### src/rtl/magcomp_pkg.sv
// Shared types and constants for the sequential magnitude comparator.
package magcomp_pkg;

    typedef enum logic {
        IDLE = 1'b0,
        CMP  = 1'b1
    } state_e;

    typedef logic [1:0] res_t;

    localparam res_t RES_NONE = 2'b00;
    localparam res_t RES_GT   = 2'b01;
    localparam res_t RES_LT   = 2'b10;
    localparam res_t RES_EQ   = 2'b11;

    // Never returns less than 1 so a single-slice index still has a bit.
    function automatic int clog2(input int n);
        int r;
        r = 0;
        while ((1 << r) < n) begin
            r++;
        end
        return (r < 1) ? 1 : r;
    endfunction

endpackage

### src/rtl/magcomp_chunk.sv
// Combinational CHUNK-bit unsigned comparator; one slice of the sequential compare.
module magcomp_chunk #(
    parameter int CHUNK = 4
) (
    input  logic [CHUNK-1:0] a_i,
    input  logic [CHUNK-1:0] b_i,
    output logic             gt_o,
    output logic             lt_o,
    output logic             eq_o
);

    assign gt_o = (a_i >  b_i);
    assign lt_o = (a_i <  b_i);
    assign eq_o = (a_i == b_i);

endmodule

### src/rtl/seq_magcomp.sv
// Multi-cycle magnitude comparator: walks operand slices MSB-first, stops on the
// first difference, and holds the registered result until the next start.
module seq_magcomp
    import magcomp_pkg::*;
#(
    parameter int WIDTH = 16,
    parameter int CHUNK = 4
) (
    input  logic             clk,
    input  logic             rst,
    input  logic             start,
    input  logic             signed_mode,
    input  logic [WIDTH-1:0] A,
    input  logic [WIDTH-1:0] B,
    output logic             busy,
    output logic             done,
    output logic             greater,
    output logic             less,
    output logic             equal
);

    localparam int CHUNK_SAFE = (CHUNK < 1) ? 1 : CHUNK;
    localparam int NCHUNK     = WIDTH / CHUNK_SAFE;
    localparam int IDXW       = clog2(NCHUNK);
    localparam int NSLOT      = 1 << IDXW;

    generate
        if (CHUNK < 1) begin : g_bad_chunk
            $error("seq_magcomp: CHUNK must be at least 1");
        end else if ((WIDTH % CHUNK_SAFE) != 0) begin : g_bad_width
            $error("seq_magcomp: WIDTH must be a multiple of CHUNK");
        end
    endgenerate

    state_e           state_q, state_d;
    logic [WIDTH-1:0] a_q, a_d, b_q, b_d;
    logic             sgn_q, sgn_d;
    logic [IDXW-1:0]  idx_q, idx_d;
    res_t             res_q, res_d;
    logic             done_q, done_d;

    // Slice table padded to a power of two so idx_q can never select outside it.
    logic [CHUNK_SAFE-1:0] a_sl [NSLOT];
    logic [CHUNK_SAFE-1:0] b_sl [NSLOT];

    genvar gi;
    generate
        for (gi = 0; gi < NSLOT; gi++) begin : g_slice
            if (gi < NCHUNK) begin : g_real
                assign a_sl[gi] = a_q[WIDTH-1-CHUNK_SAFE*gi -: CHUNK_SAFE];
                assign b_sl[gi] = b_q[WIDTH-1-CHUNK_SAFE*gi -: CHUNK_SAFE];
            end else begin : g_pad
                assign a_sl[gi] = '0;
                assign b_sl[gi] = '0;
            end
        end
    endgenerate

    logic sl_gt, sl_lt, sl_eq;

    magcomp_chunk #(
        .CHUNK (CHUNK_SAFE)
    ) u_chunk (
        .a_i  (a_sl[idx_q]),
        .b_i  (b_sl[idx_q]),
        .gt_o (sl_gt),
        .lt_o (sl_lt),
        .eq_o (sl_eq)
    );

    always_ff @(posedge clk or posedge rst) begin
        if (rst) begin
            state_q <= IDLE;
            a_q     <= '0;
            b_q     <= '0;
            sgn_q   <= 1'b0;
            idx_q   <= '0;
            res_q   <= RES_NONE;
            done_q  <= 1'b0;
        end else begin
            state_q <= state_d;
            a_q     <= a_d;
            b_q     <= b_d;
            sgn_q   <= sgn_d;
            idx_q   <= idx_d;
            res_q   <= res_d;
            done_q  <= done_d;
        end
    end

    always_comb begin
        state_d = state_q;
        a_d     = a_q;
        b_d     = b_q;
        sgn_d   = sgn_q;
        idx_d   = idx_q;
        res_d   = res_q;
        done_d  = 1'b0;
        case (state_q)
            IDLE: begin
                if (start) begin
                    a_d     = A;
                    b_d     = B;
                    sgn_d   = signed_mode;
                    idx_d   = '0;
                    res_d   = RES_NONE;
                    state_d = CMP;
                end
            end
            CMP: begin
                // Opposite signs settle a signed compare before any slice is examined.
                if (sgn_q && (idx_q == '0) && (a_q[WIDTH-1] != b_q[WIDTH-1])) begin
                    res_d   = a_q[WIDTH-1] ? RES_LT : RES_GT;
                    done_d  = 1'b1;
                    state_d = IDLE;
                end else if (!sl_eq) begin
                    res_d   = sl_gt ? RES_GT : (sl_lt ? RES_LT : RES_NONE);
                    done_d  = 1'b1;
                    state_d = IDLE;
                end else if (idx_q == IDXW'(NCHUNK - 1)) begin
                    res_d   = RES_EQ;
                    done_d  = 1'b1;
                    state_d = IDLE;
                end else begin
                    idx_d = idx_q + IDXW'(1);
                end
            end
            default: state_d = IDLE;
        endcase
    end

    assign busy    = (state_q == CMP);
    assign done    = done_q;
    assign greater = (res_q == RES_GT);
    assign less    = (res_q == RES_LT);
    assign equal   = (res_q == RES_EQ);

endmodule

### config.mk
export PLATFORM = sky130hd
export DESIGN_NAME = seq_magcomp
export DESIGN_NICKNAME = d
export VERILOG_FILES = /design/src/rtl/magcomp_pkg.sv /design/src/rtl/magcomp_chunk.sv /design/src/rtl/seq_magcomp.sv
export SDC_FILE = /design/constraint.sdc
export NUM_CORES = 1
export LEC_CHECK = 0
export CORE_UTILIZATION = 40
export CTS_BUF_LIST = sky130_fd_sc_hd__clkbuf_2 sky130_fd_sc_hd__clkbuf_4 sky130_fd_sc_hd__clkbuf_8
export DETAILED_ROUTE_END_ITERATION = 8
export GPL_TIMING_DRIVEN = 1
export PLACE_DENSITY = 0.7
export SYNTH_ARGS = -nofsm -noshare
export SYNTH_HDL_FRONTEND = slang
export SYNTH_SLANG_ARGS = --single-unit
### constraint.sdc
create_clock -name clk -period 6.1 [get_ports clk]
set_input_delay 0.915 -clock clk [delete_from_list [all_inputs] [get_ports clk]]
set_output_delay 0.915 -clock clk [all_outputs]
set_load 0.01 [all_outputs]
### Word-level counts from Yosys, hierarchy flattened

Cells that the tools add are included.

* $add $sub $neg: 1
* magnitude comparators: 3
* equality and inequality tests: 11
* muxes and demuxes: 27
* bitwise operators: 2
* reduce and logical (&&, ||, !) cells: 6

Operators with widths (number)
* 2-bit 2-to-1 mux: 10
* 4-bit binary-select mux with 2-bit select: 2
* 4-bit 2-to-1 mux: 4
* 1-bit 2-to-1 mux: 8
* 2-bit case mux with 2 select lines: 2
* 2-bit equality test (second input constant): 3
* 2-bit != test (second input constant): 3
* 4-bit equality test: 1
* 4-bit greater-than comparator: 1
* 4-bit less-than comparator: 1
* 4-bit by 2-bit != test with 1-bit output (second input constant): 1
* 2-bit AND reduction: 2
* 4-bit AND reduction: 1
* 3-bit greater-or-equal comparator (second input constant): 1
* 2-bit inverter with 3-bit output: 1
* 2-bit by 1-bit adder with 2-bit output (second input constant): 1
* 2-bit by 1-bit equality test with 1-bit output (second input constant): 1
* 1-bit logical AND: 2
* 2-bit logical NOT: 1
* 2-bit by 1-bit != test with 1-bit output (second input constant): 1
* 1-bit case mux with 2 select lines: 1
* 1-bit != test: 1
* 1-bit inverter: 1

* bits in registers: 39
* input port bits: 36
* output and inout port bits: 5
* logic and storage cells: 57

### Depth between registers and ports, before layout

* depth after elaboration: 10
* gate-level depth with buffers: 8
* gate-level depth less buffers: 7

### Modules after synthesis

From an unflattened synthesis, not the netlist that was laid out.

* cells, all modules: 210
* area total of the unflattened synthesis: 1970.6 um^2

Modules (own cells, without submodules)
* seq_magcomp: times used 1, cells each 194, area an instance 1841.8 um^2, sequential area each 975.9 um^2
* magcomp_chunk: times used 1, cells each 16, area an instance 128.9 um^2, sequential area each 0.0 um^2

### Worst setup path before layout

No wires, ideal clock.

* kind: reg-to-reg
* start point: reg idx_q[0]
* end point: reg idx_q[1]
* setup time: 0.128 ns
* arrival: 2.111 ns
* data required time: 5.972 ns
* slack: 3.861 ns
* cell stages (with the launch flop): 7
* path buffers: 1
* period minus slack after synthesis: 2.239 ns
* cells stage by stage: dfrtp_1 > buf_2 > mux4_2 > ha_1 > and4_1 > o2111ai_2 > mux2_1

* cells in the longest elaborated chain, start to end: 7
* elaborated cells between the ends (all ways): 21
* classes of those cells: add/sub (1); eq/ne (5); mux (10); bitwise (1); reduce/logical (4)

RTL lines
* start, declared: RTL line seq_magcomp.sv:38 `logic [IDXW-1:0] idx_q, idx_d;`
* start signal, assigned: RTL line seq_magcomp.sv:85 `idx_q <= idx_d;`
* 2-bit inverter with 3-bit output (implied by the code): RTL line seq_magcomp.sv:64, seq_magcomp.sv:65
* 4-bit binary-select mux with 2-bit select, on equally long branches: RTL line seq_magcomp.sv:64, seq_magcomp.sv:65
* 4-bit 2-to-1 mux, on equally long branches (2 in a row): RTL line seq_magcomp.sv:64, seq_magcomp.sv:65
* 4-bit equality test: RTL line magcomp_chunk.sv:14 `assign eq_o = (a_i == b_i);`
* 2-bit by 1-bit != test with 1-bit output (no source line)
* 4-bit AND reduction (no source line)

Several ways; a longest one is shown, not always the timed one. The select of a mux whose other input is x is not followed.
A chain may end at the register's enable or synchronous reset.

### Worst setup path in the final report

Ends and elaborated chain as after synthesis.

==> reports/summary.json <==
{
  "finalWorstPathRequiredPeriod": {"value": 2.49, "unit": "ns"},
  "min-delay-path-class": {"value": "reg2reg"},
  "floorplan.initialDensity": {"value": 0.426},
  "setup-tns-final": {"value": 0, "unit": "ns"},
  "path_class": {"value": "reg2reg"},
  "number_of_global_route_vias_before_repair": {"value": 1382},
  "overall_via_count_from_detail_route": {"value": 1227},
  "maxSlewViolCount": {"value": 0},
  "route.detailed.wl_per_inst": {"value": 15.1, "unit": "um"},
  "clkSlewWorstSetupHoldPaths": {"value": 0.07, "unit": "ns"},
  "port-buffer-count": {"value": 40},
  "grt_first_pass_wirelength": {"value": 6270, "unit": "um"},
  "worst-endpoint-required": {"value": 6.27, "unit": "ns"},
  "drt-total-wl": {"value": 3490, "unit": "um"},
  "synth_area_leader": {"value": "dfrtp_1"},
  "half_perimeter_wire_length_after_detailed_placement": {"value": 2600, "unit": "um"},
  "setup_slack": {"value": 3.61, "unit": "ns"},
  "regToRegEndpoint": {"value": "idx_q[1]"},
  "final-seq-area": {"value": 976, "unit": "um^2"},
  "internal-power": {"value": 0.633, "unit": "mW"},
  "worst_slew_margin_rel": {"value": 0.632},
  "holdCritStartpoint": {"value": "b_q[13]"},
  "htreeDepth": {"value": 2},
  "io_pins": {"value": 41},
  "number_of_antenna_violations_at_the_first_check_in_global_routing": {"value": 0},
  "num_antenna_cells": {"value": 0},
  "power.share.sequential": {"value": 0.426},
  "viasPerCell": {"value": 5.31},
  "gr-usage-all-layers": {"value": 0.162},
  "dr.pass1.iters": {"value": 6},
  "clockPowerShare": {"value": 0.184},
  "fraction_of_layout_cells_with_a_size_suffix_above_1": {"value": 0.123},
  "finalPower": {"value": 0.938, "unit": "mW"},
  "floorplan.core_area": {"value": 0.00444, "unit": "mm^2"},
  "area_delta_synth_final": {"value": 28.5, "unit": "%"},
  "max-cap-violations": {"value": 0},
  "syn-cell-area": {"value": 0.00189, "unit": "mm^2"},
  "worst_ir_drop_vdd": {"value": 0.142, "unit": "mV"},
  "largest_net_degree_at_the_start_of_global_routing": {"value": 40},
  "timing.critical_path.from_type": {"value": "flop"},
  "leakage": {"value": 1.01, "unit": "nW"},
  "clock_sinks": {"value": 39},
  "dp_worst_setup_slack": {"value": 3.56, "unit": "ns"},
  "multiInputGateArea": {"value": 850, "unit": "um^2"},
  "post_cts_resized": {"value": 0},
  "synthesized_nets": {"value": 177},
  "n_fill_cell": {"value": 382},
  "seq_area_frac_synth": {"value": 0.516},
  "die_x": {"value": 70.8, "unit": "um"},
  "rsz0062_at_grt": {"value": "no"},
  "final_gp_congestion": {"value": 0.824},
  "worstSetupEndpoint": {"value": "idx_q[1]"},
  "synth.area.top_cells": {"value": "dfrtp_1, mux2_1, mux4_2"},
  "crit-reg2reg-launch": {"value": "idx_q[0]"},
  "crit_arrival": {"value": 2.66, "unit": "ns"},
  "netlist-cell-type-count": {"value": 25},
  "tritoncts": {"value": "built"},
  "worst_clock_skew": {"value": 0.00431, "unit": "ns"},
  "power.density": {"value": 386, "unit": "mW/mm^2"},
  "fp.dieH": {"value": 70.8, "unit": "um"},
  "worstMarginPinSlew": {"value": 0.551, "unit": "ns"},
  "dr.first_iter.drc_count": {"value": 76},
  "clock_latency_on_the_worst_skew_pair": {"value": 0.28, "unit": "ns"},
  "clockBufferDepth": {"value": 2},
  "share_of_the_cycle_needed_by_the_critical_path_after_routing": {"value": 0.409},
  "setup.worst_path.end_class": {"value": "flop"},
  "root_buffer": {"value": "clkbuf_8"},
  "hold_buffers": {"value": 0},
  "setup_violations": {"value": 0},
  "synth_seq_cells": {"value": 39},
  "synth_top_area_frac": {"value": 0.516},
  "netlist_instances": {"value": 135},
  "post_cts_buffers": {"value": 0},
  "syn-mean-instance-area": {"value": 14.0, "unit": "um^2"},
  "antenna_violating_nets_post_route": {"value": 0},
  "reg2reg_slack": {"value": 3.61, "unit": "ns"},
  "cts_inserted_buffers": {"value": 5},
  "critical_path_maximum_fanout": {"value": 11},
  "switchingPower": {"value": 0.305, "unit": "mW"},
  "final_hold_viol_count": {"value": 0},
  "combinationalPowerShare": {"value": 0.390},
  "fmax": {"value": 401, "unit": "MHz"},
  "fp.dieArea": {"value": 0.00501, "unit": "mm^2"},
  "reg2reg_depth": {"value": 5},
  "net_sw_frac": {"value": 0.325},
  "placementRows": {"value": 24},
  "globalRoute.totalOverflow": {"value": 0},
  "synth.yosys.warnings": {"value": 0},
  "critPathLaunch": {"value": "idx_q[0]"},
  "status": {"value": "completed"},
  "drc": {"value": 0},
  "nets": {"value": 220}
}
## power groups by stage
| stage | Sequential, mW | Clock [mW] | Combinational [mW] |
|---|---|---|---|
| after global routing | 0.415 | 0.195 | 0.406 |
| final | 0.400 | 0.173 | 0.365 |
| after CTS | 0.402 | 0.181 | 0.369 |
| after detailed placement | 0.408 | 0 | 0.365 |
| after global placement | 0.404 | 0 | 0.351 |
| after floorplan | 0.372 | 0 | 0.287 |
## worst min path at each step
stage	endpoint	slack, ns	cells after the start
finish	b_q[13]	0.48	1
CTS	b_q[13]	0.49	1
detailed placement	a_q[12]	0.47	1
global placement	b_q[13]	0.46	1
global route	b_q[0]	0.51	1
floorplan	a_q[11]	0.45	1
## Yosys cell counts, drive strengths merged
master	instances
a21oi	3
and3	1
and3b	1
and4	1
buf	6
dfrtp	39
ha	6
inv	10
mux2	34
mux2i	1
mux4	8
nand2	2
nand2b	1
nand4	1
nor2	8
nor2b	2
o2111ai	1
o211ai	1
o21a	3
o21ai	3
o32ai	2
xnor2	1
## metrics by stage
step	instances	hold WS, ns	util	instance area [um^2]
3_5_place_dp	223	0.475	0.527	2340
3_3_place_gp	223	0.463	0.527	2340
5_1_grt	231	0.508	0.547	2430
4_1_cts	231	0.492	0.547	2430
6_report	231	0.483	0.547	2430
2_1_floorplan	135	0.452	-	1890
## layer usage
metal,up-vias,GRT usage,part of all wire
met5,-,0,0
met2,39,0.278,0.49
met1,612,0.198,0.44
met3,7,0.0484,0.057
met4,0,0.0533,0.013
li1,569,-,-
## cells in the final DEF (no fill, tap or decap), types with 2 or more instances in the layout
master / n
clkdlybuf4s50_1: 40
dfrtp_1: 39
mux2_1: 34
inv_1: 10
nor2_1: 8
mux4_2: 8
ha_1: 6
clkbuf_8: 5
a21oi_1: 3
o21a_1: 3
nand2_1: 2
o21ai_0: 2
clkbuf_4: 2
buf_4: 2
## critical path, cell delays in order (launching register included)
cell and delay (ns):
dfrtp_1 0.69, mux4_2 0.58, ha_1 0.32, and4_1 0.26
o2111ai_2 0.16, mux2_1 0.36
## kinds of logic (layout without fill, tap and decap cells)
group | after synthesis | in the layout | share of synthesized area
muxes | 43 | 43 | 0.303
DFF | 39 | 39 | 0.516
and+or+nand+nor | 17 | 17 | 0.0456
buffers and inverters | 16 | 60 | 0.0370
AOI/OAI and AO/OA | 13 | 13 | 0.0549
adders and majority gates | 6 | 6 | 0.0397
xor gates and xnor gates | 1 | 1 | 0.00463
## layout make-up
type / count / area share
Sequential cell: 39 / 0.401
Multi-Input combinational cell: 80 / 0.349
Timing Repair Buffer: 42 / 0.171
Clock buffer: 7 / 0.0345
Tap cell: 52 / 0.0267
Inverter: 10 / 0.0154
Clock inverter: 1 / 0.00206
## sequential cells by signal, indices dropped and copies added (netlist names)
signal,cells
a_q,16
b_q,16
idx_q,2
res_q,2
busy,1
done,1
sgn_q,1
No activity file was read; power rests on OpenSTA's default activity.
